<file path="config.mk">
export PLATFORM = sky130hd
export DESIGN_NAME = bus_arbiter2
export DESIGN_NICKNAME = d
export VERILOG_FILES = /design/src/rtl/bus_arbiter2.sv
export SDC_FILE = /design/constraint.sdc
export NUM_CORES = 1
export LEC_CHECK = 0
export CAP_MARGIN = 20
export CORE_AREA = 5 5 118 120
export DETAILED_ROUTE_END_ITERATION = 10
export DIE_AREA = 0 0 123 125
export PLACE_DENSITY = 0.68
export SYNTH_ARGS = -nofsm -noshare
export SYNTH_HDL_FRONTEND = slang
export SYNTH_SLANG_ARGS = --single-unit
</file>
<file path="constraint.sdc">
create_clock -name clk -period 1.8 [get_ports clk]
set_input_delay 0.27 -clock clk [delete_from_list [all_inputs] [get_ports clk]]
set_output_delay 0.27 -clock clk [all_outputs]
set_load 0.01 [all_outputs]
</file>
<file path="src/rtl/bus_arbiter2.sv">
// Two-master / one-slave bus arbiter with round-robin or fixed priority.
// Optional BUS_TIMEOUT_EN macro adds a watchdog that aborts a silent slave.
module bus_arbiter2 #(
   parameter int PRIO_FIXED = 0,
   parameter int TO_W       = 8,
   parameter int TIMEOUT    = 255
) (
   input  logic        clk,
   input  logic        rst,
   input  logic [31:0] m0_addr,
   input  logic [31:0] m0_data_o,
   input  logic        m0_rd_n,
   input  logic        m0_wr_n,
   input  logic [3:0]  m0_be,
   output logic [31:0] m0_data_i,
   output logic        m0_rdy,
   output logic        m0_acc_fault,
   input  logic [31:0] m1_addr,
   input  logic [31:0] m1_data_o,
   input  logic        m1_rd_n,
   input  logic        m1_wr_n,
   input  logic [3:0]  m1_be,
   output logic [31:0] m1_data_i,
   output logic        m1_rdy,
   output logic        m1_acc_fault,
   output logic [31:0] s_addr,
   output logic [31:0] s_data_o,
   output logic        s_rd_n,
   output logic        s_wr_n,
   output logic [3:0]  s_be,
   input  logic [31:0] s_data_i,
   input  logic        s_rdy,
   input  logic        s_acc_fault,
   output logic [1:0]  owner
);

   typedef enum logic [1:0] {
      ST_IDLE = 2'd0,
      ST_BUSY = 2'd1,
      ST_TURN = 2'd2
   } state_t;

   state_t     state_q, state_d;
   logic [1:0] grant_q, grant_d;
   logic       last_m1_q, last_m1_d;
   logic       m0_req_s, m1_req_s, own_req_s, busy_s, resp_s, timeout_s;
   logic [1:0] pick_s;

   assign m0_req_s  = ~m0_rd_n | ~m0_wr_n;
   assign m1_req_s  = ~m1_rd_n | ~m1_wr_n;
   assign busy_s    = (state_q == ST_BUSY);
   assign resp_s    = s_rdy | s_acc_fault;
   assign own_req_s = (grant_q[0] & m0_req_s) | (grant_q[1] & m1_req_s);
   assign m0_data_i = s_data_i;
   assign m1_data_i = s_data_i;

`ifdef BUS_TIMEOUT_EN
   logic [TO_W-1:0] cnt_q, cnt_d;

   always_comb begin
      cnt_d = cnt_q;
      if (state_q == ST_IDLE) begin
         cnt_d = {TO_W{1'b0}};
      end else if (busy_s && !resp_s) begin
         cnt_d = cnt_q + {{(TO_W-1){1'b0}}, 1'b1};
      end else begin
         cnt_d = cnt_q;
      end
   end

   always_ff @(posedge clk) begin
      if (rst) begin
         cnt_q <= {TO_W{1'b0}};
      end else begin
         cnt_q <= cnt_d;
      end
   end

   assign timeout_s = busy_s && (cnt_q == TO_W'(TIMEOUT));
`else
   assign timeout_s = 1'b0;
`endif

   // Tie-break: fixed priority favours m0, round-robin favours whoever was not last granted.
   always_comb begin
      pick_s = 2'b00;
      if (m0_req_s && m1_req_s) begin
         if (PRIO_FIXED != 0) begin
            pick_s = 2'b01;
         end else begin
            pick_s = last_m1_q ? 2'b01 : 2'b10;
         end
      end else if (m0_req_s) begin
         pick_s = 2'b01;
      end else if (m1_req_s) begin
         pick_s = 2'b10;
      end else begin
         pick_s = 2'b00;
      end
   end

   always_ff @(posedge clk) begin
      if (rst) begin
         state_q   <= ST_IDLE;
         grant_q   <= 2'b00;
         last_m1_q <= 1'b1;
      end else begin
         state_q   <= state_d;
         grant_q   <= grant_d;
         last_m1_q <= last_m1_d;
      end
   end

   always_comb begin
      state_d   = state_q;
      grant_d   = grant_q;
      last_m1_d = last_m1_q;
      case (state_q)
         ST_IDLE: begin
            if (pick_s != 2'b00) begin
               state_d   = ST_BUSY;
               grant_d   = pick_s;
               last_m1_d = pick_s[1];
            end else begin
               state_d = ST_IDLE;
            end
         end
         ST_BUSY: begin
            if (resp_s || !own_req_s || timeout_s) begin
               state_d = ST_TURN;
               grant_d = 2'b00;
            end else begin
               state_d = ST_BUSY;
            end
         end
         ST_TURN: begin
            state_d = ST_IDLE;
            grant_d = 2'b00;
         end
         default: begin
            state_d = ST_IDLE;
            grant_d = 2'b00;
         end
      endcase
   end

   // Slave side mirrors the owner combinationally; everything is parked outside BUSY.
   always_comb begin
      s_addr       = 32'h0000_0000;
      s_data_o     = 32'h0000_0000;
      s_rd_n       = 1'b1;
      s_wr_n       = 1'b1;
      s_be         = 4'b0000;
      m0_rdy       = 1'b0;
      m0_acc_fault = 1'b0;
      m1_rdy       = 1'b0;
      m1_acc_fault = 1'b0;
      owner        = 2'b00;
      if (busy_s && grant_q[0]) begin
         s_addr       = m0_addr;
         s_data_o     = m0_data_o;
         s_rd_n       = m0_rd_n;
         s_wr_n       = m0_wr_n;
         s_be         = m0_be;
         m0_rdy       = s_rdy;
         m0_acc_fault = s_acc_fault | timeout_s;
         owner        = 2'b01;
      end else if (busy_s && grant_q[1]) begin
         s_addr       = m1_addr;
         s_data_o     = m1_data_o;
         s_rd_n       = m1_rd_n;
         s_wr_n       = m1_wr_n;
         s_be         = m1_be;
         m1_rdy       = s_rdy;
         m1_acc_fault = s_acc_fault | timeout_s;
         owner        = 2'b10;
      end else begin
         owner = 2'b00;
      end
   end

endmodule

</file>
Word level (Yosys, flattened, before mapping)
Index checks and enable logic that the tools add are counted.
{ "totals": {"regBits": 5} }
{ "classes": {"n_eq_ne": 3, "muxes": 28, "n_bitwise": 10, "reduce_logical": 9} }
{ "ops": {"columns": ["op", "n"], "rows": [
  ["32-bit two-way mux", 4],
  ["2-bit two-way mux", 9],
  ["1-bit two-way mux", 11],
  ["4-bit two-way mux", 2],
  ["2-bit one-hot mux with 2 select lines", 2],
  ["1-bit NOT", 4],
  ["1-bit OR", 4],
  ["2-bit AND reduction", 2],
  ["1-bit logical AND", 3],
  ["1-bit AND", 2],
  ["2-bit by 1-bit == test with 1-bit output (second input constant)", 1],
  ["2-bit zero test", 1],
  ["2-bit by 1-bit inequality test with 1-bit output (second input constant)", 1],
  ["2-bit inequality test (second input constant)", 1],
  ["2-bit nonzero test", 1],
  ["1-bit zero test", 1],
  ["1-bit logical OR", 1]
]} }

Depth between registers and ports, before layout
Gate-level depths: netlist (run 1).
{ "depth": {"depth_word": 8, "depth_mapped": 7, "ltp_nobuf": 4} }

Worst setup path before layout (run 1)
OpenSTA, ideal clock, no wires.
{ "synth_path": {"path_type": "flip-flop to output port", "startpoint": "register state_q[0]", "endpoint": "output port m1_acc_fault", "arrival_time_ns": 1.220, "slack_ns": 0.310, "path_stages_with_launch": 7, "path_buffers": 3, "path_cell_list": "dfxtp_1 -> buf_6 -> nor2b_4 -> and3b_4 -> buf_12 -> buf_12 -> and2_1"} }
{ "synth_via": {"elab_chain_len": 4, "elab_cells_between_ends": 5} }
{ "synth_rtl": {"columns": ["element", "line_no", "rtl"], "rows": [
  ["start: declaration", "43", "state_t state_q, state_d;"],
  ["start signal: assignment", "108", "state_q <= state_d;"],
  ["2-bit by 1-bit == test with 1-bit output *", "51", "assign busy_s = (state_q == ST_BUSY);"],
  ["1-bit logical AND", "168", "end else if (busy_s && grant_q[1]) begin"],
  ["1-bit two-way mux", "168", null],
  ["1-bit two-way mux *", "159", "if (busy_s && grant_q[0]) begin"],
  ["end: declaration", "25", "output logic m1_acc_fault,"]
]} }
Mark *: on every way between the ends. The rest lies on a longest branch, timed or not.

Worst setup path in the final report (run 1)
{ "layout_path": {"startpoint": "register state_q[0]", "endpoint": "output port s_addr[6]"} }
{ "layout_via": {"elab_chain_len": 4, "elab_cells_between_ends": 5} }
{ "layout_rtl": {"columns": ["element", "line_no", "rtl"], "rows": [
  ["2-bit by 1-bit == test with 1-bit output *", "51", null],
  ["1-bit logical AND", "168", null],
  ["32-bit two-way mux", "168", null],
  ["32-bit two-way mux *", "159", null],
  ["end: declaration", "26", "output logic [31:0] s_addr,"]
]} }
Marked as above.

==> out/metrics.cfg, run 1 <==
[run_status]
outcome=complete, but fails checks
failed_checks=setup timing

[floorplan]
coreArea_um2=12900
io_pins=316
die_height_um=125
initial_core_util=0.128
std_cell_rows=42
die_area_um2=15400
fp.dieW_um=123

[worst_setup_path]
critical-path-max-stage-delay_ps=300
cp.required_ps=1530
cpLargestDelayFamily=buffers and inverters
worst_setup_path_start_kind=flop
cp_num_buf_inv=4
critPathMaxFanout=8
crit_path_end_kind=primary output
cp_cell_sequence=nor2b_4 > and3b_4 > buf_8 > buf_16 > buf_12 > a22o_1 > buf_2
cp.arrival_ps=1580
worst-setup-path-type=reg2out
cpMaxStageDelayCell=sky130_fd_sc_hd__dfxtp_2

[global_routing]
antenna_found_initial=0
grtUsageTotal=0.112
global_route_wire_length_before_repair_mm=13.5
first_global_vias=2351
overflow=0
grt_start_max_net_pins=27

[logic_synthesis]
postSynth.topFlopCell=sky130_fd_sc_hd__dfxtp_1
synth-seq-area-share=0.0607
post_synthesis_register_bit_count=5
synth-edff-count=0
yosys_warnings=0
ys_async_sr_fraction=0
synth_cell_types=29
postSynthCellCount=188
postSynthNetCount=364
synthesis.area_um2=1650
postSynthAreaPerCell_um2=8.78

[power_and_ir_drop]
pwr_density_cell_nw_per_um2=309
sw_frac_of_total=0.246
combinationalPowerShare=0.574
power.net_switching_uw=283
intPower_uw=867
sequentialPowerShare=0.115
leak_pwr_uw=0.00166
clkPwrFrac=0.311
power.ir.vdd_worst_mv=0.351

[route]
initialDrtViolationCount=81
post_drt_via_cell_ratio=4.02
vias=2193
drc=0
antenna_violating_nets_post_route=0
routed_wire_length_per_instance_um=18.3
drt-pass1-iter-count=4
routed_wl_mm=9.98

[timing]
final.setup.worst_slack_ps=-54.7
period_needed_ps=1850
hold_viol_final=0
max-slew-margin-rel=0.760
grt_setup_unrepaired=true
worst-slew-pin-transition_ps=360
post_route_setup_tns_ps=-682
max_clock_freq_mhz=539
period_share=1.03
final_max_slew_viol_count=0
finClkSkew_ps=1.25
finish_stage_setup_viols=26
finalHoldWorstSlack_ps=528

[layout]
final_core_utilization=0.289
drive_gt1_frac=0.339
post-route-cell-area_um2=3720
filler_cell_count_in_the_final_layout=1373
syn_to_final_growth_pct=126
finalNetCount=546
final-instance-count-excl-fill=545
antenna_cells_inserted=0

[clocking]
numCtsBuffers=3
count_of_hold_buffers_inserted_by_post_cts_repair=0
tritoncts=built
worst_setup_hold_path_clk_slew_ps=30
root_buffer=sky130_fd_sc_hd__clkbuf_16
htree_levels=1
max-clock-path-buffers=2
cts_num_sinks=5
clkLatencyLatePin_ps=220

[place]
dpl-instance-area_um2=3510
place.port_buffers=219
post-dp-hpwl_mm=7.34
dpl.cell_count=520
gpl_congestion=0.800

[run]
drv.max_cap_violation_count=0

[worst_hold_path]
min_path_type=reg2reg

per-layer routing:
layer	vias to the layer above	GRT usage	share of wire
li1	1019	-	-
met1	1012	0.116	0.36
met2	146	0.209	0.49
met3	16	0.0474	0.14
met4	0	0.0202	0.016
met5	-	0	0
cells in the final DEF (no fill, tap or decap), types with 2 or more instances in the layout:
master	netlist	routed
sky130_fd_sc_hd__buf_4	64	18
sky130_fd_sc_hd__a21oi_1	3	3
sky130_fd_sc_hd__clkdlybuf4s15_2	0	9
sky130_fd_sc_hd__buf_16	0	6
sky130_fd_sc_hd__inv_1	2	2
sky130_fd_sc_hd__a22o_4	0	2
sky130_fd_sc_hd__a22o_1	68	66
sky130_fd_sc_hd__dfxtp_2	0	2
sky130_fd_sc_hd__a2bb2oi_2	2	2
sky130_fd_sc_hd__buf_8	0	2
sky130_fd_sc_hd__and2_1	2	2
sky130_fd_sc_hd__buf_2	5	51
sky130_fd_sc_hd__clkbuf_16	0	4
sky130_fd_sc_hd__and3_2	3	3
sky130_fd_sc_hd__nor2_1	2	2
sky130_fd_sc_hd__buf_12	8	5
sky130_fd_sc_hd__a21boi_0	3	3
sky130_fd_sc_hd__clkbuf_2	0	8
sky130_fd_sc_hd__dlygate4sd2_1	0	5
sky130_fd_sc_hd__dfxtp_1	5	3
sky130_fd_sc_hd__nand2_1	2	2
sky130_fd_sc_hd__clkdlybuf4s50_1	0	143
sky130_fd_sc_hd__buf_6	3	8
sky130_fd_sc_hd__a21o_1	2	2
worst register-to-register path: stages, from the launching register on:
cell	delay (ps)
sky130_fd_sc_hd__dfxtp_1	340
sky130_fd_sc_hd__buf_4	120
sky130_fd_sc_hd__a21boi_0	280
sky130_fd_sc_hd__o211ai_1	160
sky130_fd_sc_hd__a2111oi_1	430
cell families (layout without fill, tap and decap cells):
kind of cell           Yosys count  count (layout)  share of synthesized area
AND/OR/NAND/NOR                 14              14                     0.0569
AO/OA/AOI/OAI                   86              86                      0.452
flip-flops                       5               5                     0.0607
buffers and inverters           83             264                      0.431
registers in the layout, indices dropped and copies added, names as in the netlist:
register,cells
last_m1_q,1
state_q,2
grant_q,2
path summary, 6_finish.rpt:
kind              start    endpoint  slack, ps  cells past startpoint
max          state_q[0]   s_addr[6]        -50                      7
min           last_m1_q   last_m1_q        530                      1
max reg2reg  grant_q[1]  grant_q[1]        350                      4
min reg2reg   last_m1_q   last_m1_q        530                      1
Yosys cell counts (2+ instances only):
cell type                   count  area share
sky130_fd_sc_hd__and2_1         2      0.0076
sky130_fd_sc_hd__a2bb2oi_2      2       0.018
sky130_fd_sc_hd__a21oi_1        3      0.0091
sky130_fd_sc_hd__buf_12         8       0.097
sky130_fd_sc_hd__a21boi_0       3       0.014
sky130_fd_sc_hd__nor2_1         2      0.0046
sky130_fd_sc_hd__a21o_1         2      0.0091
sky130_fd_sc_hd__buf_6          3       0.020
sky130_fd_sc_hd__and3_2         3       0.014
sky130_fd_sc_hd__buf_4         64        0.29
sky130_fd_sc_hd__inv_1          2      0.0046
sky130_fd_sc_hd__a22o_1        68        0.36
sky130_fd_sc_hd__dfxtp_1        5       0.061
sky130_fd_sc_hd__nand2_1        2      0.0046
sky130_fd_sc_hd__buf_2          5       0.015
per-stage QoR:
step                      setup WS, ps  total power, µW
after global routing              -116             1200
after detailed placement          -199              779
final                            -54.7             1150
after CTS                         -138             1160
after floorplan                    310              455
after global placement            -192              773
final cells by class:
class / count / area, µm² / share of cell area
tap: 176 / 220 / 0.0591
clock buffer: 4 / 78.8 / 0.0212
sequential: 5 / 103 / 0.0275
timing repair buffer: 257 / 2450 / 0.658
inverter: 3 / 16.3 / 0.00437
multi-input combinational: 100 / 857 / 0.230
power by group through the flow:
stage	clock [µW]	combinational (µW)	sequential, µW
2_1_floorplan	0	322	133
3_3_place_gp	0	641	132
3_5_place_dp	0	646	133
4_1_cts	365	661	132
5_1_grt	373	698	134
6_report	357	660	132
timing repair:
item	4_1_cts	5_1_grt
setup buffers	13	4
cloned	7	1
endpoints found under the setup margin	76	67
resized for setup	274	23
pin swaps	6	11
No activity file was read; power rests on OpenSTA's default activity.
==> inputs of run 2 (changes only) <==
GPL_ROUTABILITY_DRIVEN = 0   (was not set)
==> results of run 2 <==
No change in the layout: final DEF, timing and power equal those of run 1.
==> inputs of run 3 (changes only) <==
CORE_AREA = 2 2 122 124   (was 5 5 118 120)
DIE_AREA = 0 0 124 126   (was 0 0 123 125)
PLACE_DENSITY = 0.62   (was 0.68)
==> run 3 against run 2 <==
The run still ends with setup timing left. Clock-buffer cell count unchanged. Largest power group unchanged. Final area up 0.60%. Critical path depth up 1. Cell count up 1.5%. Sequential cell count unchanged. Non-clock buffer count unchanged. Setup slack worse by 92 ps. Register-to-register slack better by 20 ps. Largest cell class unchanged. Sequential share of layout area about the same. Via count up 1.4%. Utilization down 2.8 points. Combinational power up 1%.
==> out/metrics.cfg, run 3 (same netlist as run 1, synthesis figures left out) <==
[run_status]
outcome=complete, but fails checks
failed_checks=setup timing

[worst_setup_path]
timing.critical_path.from=state_q[0]
critPathMaxFanout=5
worst_setup_path_start_kind=flop
worst-setup-path-type=reg2out
crit_path_end_kind=primary output
critPathCapture=s_addr[12]
slack_of_the_worst_reg_to_reg_path_ps=370
cp.arrival_ps=1680
regToRegEndpoint=grant_q[1]
timing.rr.start=state_q[0]
ff2ff_path_depth=5
cp.required_ps=1530

[clocking]
htree_levels=1
cts_num_sinks=5
numCtsBuffers=3
clkLatencyLatePin_ps=230
tritoncts=built
max-clock-path-buffers=2
root_buffer=sky130_fd_sc_hd__clkbuf_16
worst_setup_hold_path_clk_slew_ps=30

[route]
met2_length_mm=4.74
drc=0
detailroute.wirelength.met3_mm=1.06
post_drt_via_cell_ratio=4.02
routed_wl_mm=9.58
maxUsedRoutingLayer=met4
routed_wire_length_per_instance_um=17.3
drt-pass1-iter-count=4
antenna_violating_nets_post_route=0
wl_met1_mm=3.68
initialDrtViolationCount=43
vias=2224

[timing]
finalHoldWorstSlack_ps=513
period_share=1.08
finClkSkew_ps=0.146
worst-slew-pin-transition_ps=316
hold_viol_final=0
max-slew-margin-rel=0.789
finish_stage_setup_viols=55
final.setup.worst_slack_ps=-146
grt_setup_unrepaired=true
max_clock_freq_mhz=514
final_max_slew_viol_count=0
period_needed_ps=1950

[layout]
reg_top3=grant_q x2, state_q x2, last_m1_q x1
antenna_cells_inserted=0
filler_cell_count_in_the_final_layout=1549
post-route-cell-area_um2=3750
final-instance-count-excl-fill=553
finalNetCount=546
syn_to_final_growth_pct=127
drive_gt1_frac=0.341
commonest_non_fill_non_tap_cell_in_the_layout=sky130_fd_sc_hd__clkdlybuf4s50_1
layout.cells.most_common_list=sky130_fd_sc_hd__clkdlybuf4s50_1 (143), sky130_fd_sc_hd__a22o_1 (67), sky130_fd_sc_hd__buf_2 (64)

[place]
dpl.cell_count=526
post-dp-hpwl_mm=6.51
dpl-instance-area_um2=3510
place.port_buffers=219

[global_routing]
antenna_found_initial=0
grtUsageTotal=0.110
overflow=0
first_global_vias=2293
grt_start_max_net_pins=27
global_route_wire_length_before_repair_mm=13.0

[power_and_ir_drop]
clkPwrFrac=0.318
intPower_uw=875
sw_frac_of_total=0.253
leak_pwr_uw=0.00168
sequentialPowerShare=0.113
power.ir.vdd_worst_mv=0.309
pwr_density_cell_nw_per_um2=313
power.net_switching_uw=297
combinationalPowerShare=0.569

[floorplan]
io_pins=316
std_cell_rows=44
coreArea_um2=14300
die_height_um=126
fp.dieW_um=124
initial_core_util=0.115
die_area_um2=15600

[worst_hold_path]
min_path_type=reg2reg

[run]
drv.max_cap_violation_count=0

==> run 3: stage by stage <==
stage / utilization / total power, µW / setup WS [ps] / setup TNS (ps)
global route: 0.262 / 1240 / -206 / -5760
global placement: 0.245 / 768 / -183 / -7360
CTS: 0.261 / 1170 / -148 / -3380
detailed placement: 0.245 / 775 / -202 / -9690
finish: 0.262 / 1170 / -146 / -2890
floorplan: - / 455 / 310 / 0
==> run 3: final cells by class <==
class                   instances  area [µm²]  area share
clock buffers                   4        78.8      0.0210
well taps                     184         230      0.0614
flip-flops and latches          5         103      0.0274
inverters                       3        13.8     0.00367
repair buffers                257        2470       0.660
multi-input cells             100         848       0.226
==> run 3: critical path, stage by stage (launching register included) <==
cell and delay [ps]:
sky130_fd_sc_hd__dfxtp_2 310, sky130_fd_sc_hd__nor2b_4 130, sky130_fd_sc_hd__and3b_4 180, sky130_fd_sc_hd__buf_12 130, sky130_fd_sc_hd__buf_12 140, sky130_fd_sc_hd__buf_16 140, sky130_fd_sc_hd__buf_12 120, sky130_fd_sc_hd__a22o_1 160
sky130_fd_sc_hd__buf_2 130
==> run 3: routing by layer <==
metal  vias up  GRT usage
met2       173      0.208
met1      1022      0.125
met5         -          0
met3         9     0.0254
met4         0     0.0198
li1       1020          -
==> run 3: worst min path at each step <==
stage	from	end	depth (start not counted)
after global placement	last_m1_q	last_m1_q	1
after global routing	s_data_i[17]	m1_data_i[17]	0
final	last_m1_q	last_m1_q	1
after detailed placement	last_m1_q	last_m1_q	1
after floorplan	rst	grant_q[1]	1
after CTS	last_m1_q	last_m1_q	1
==> run 3: power by group through the flow <==
stage | registers [µW] | clock network [µW] | logic [µW]
after floorplan | 133 | 0 | 322
after global placement | 132 | 0 | 636
after detailed placement | 133 | 0 | 641
after CTS | 132 | 378 | 664
after global routing | 135 | 390 | 711
final | 132 | 373 | 668
==> run 3: repair_timing <==
item	in CTS	in global routing
pin swaps	11	6
gates resized for setup	315	10
buffers inserted	15	1
setup endpoints to repair	76	69
gates cloned	9	0
hold buffers	0	0
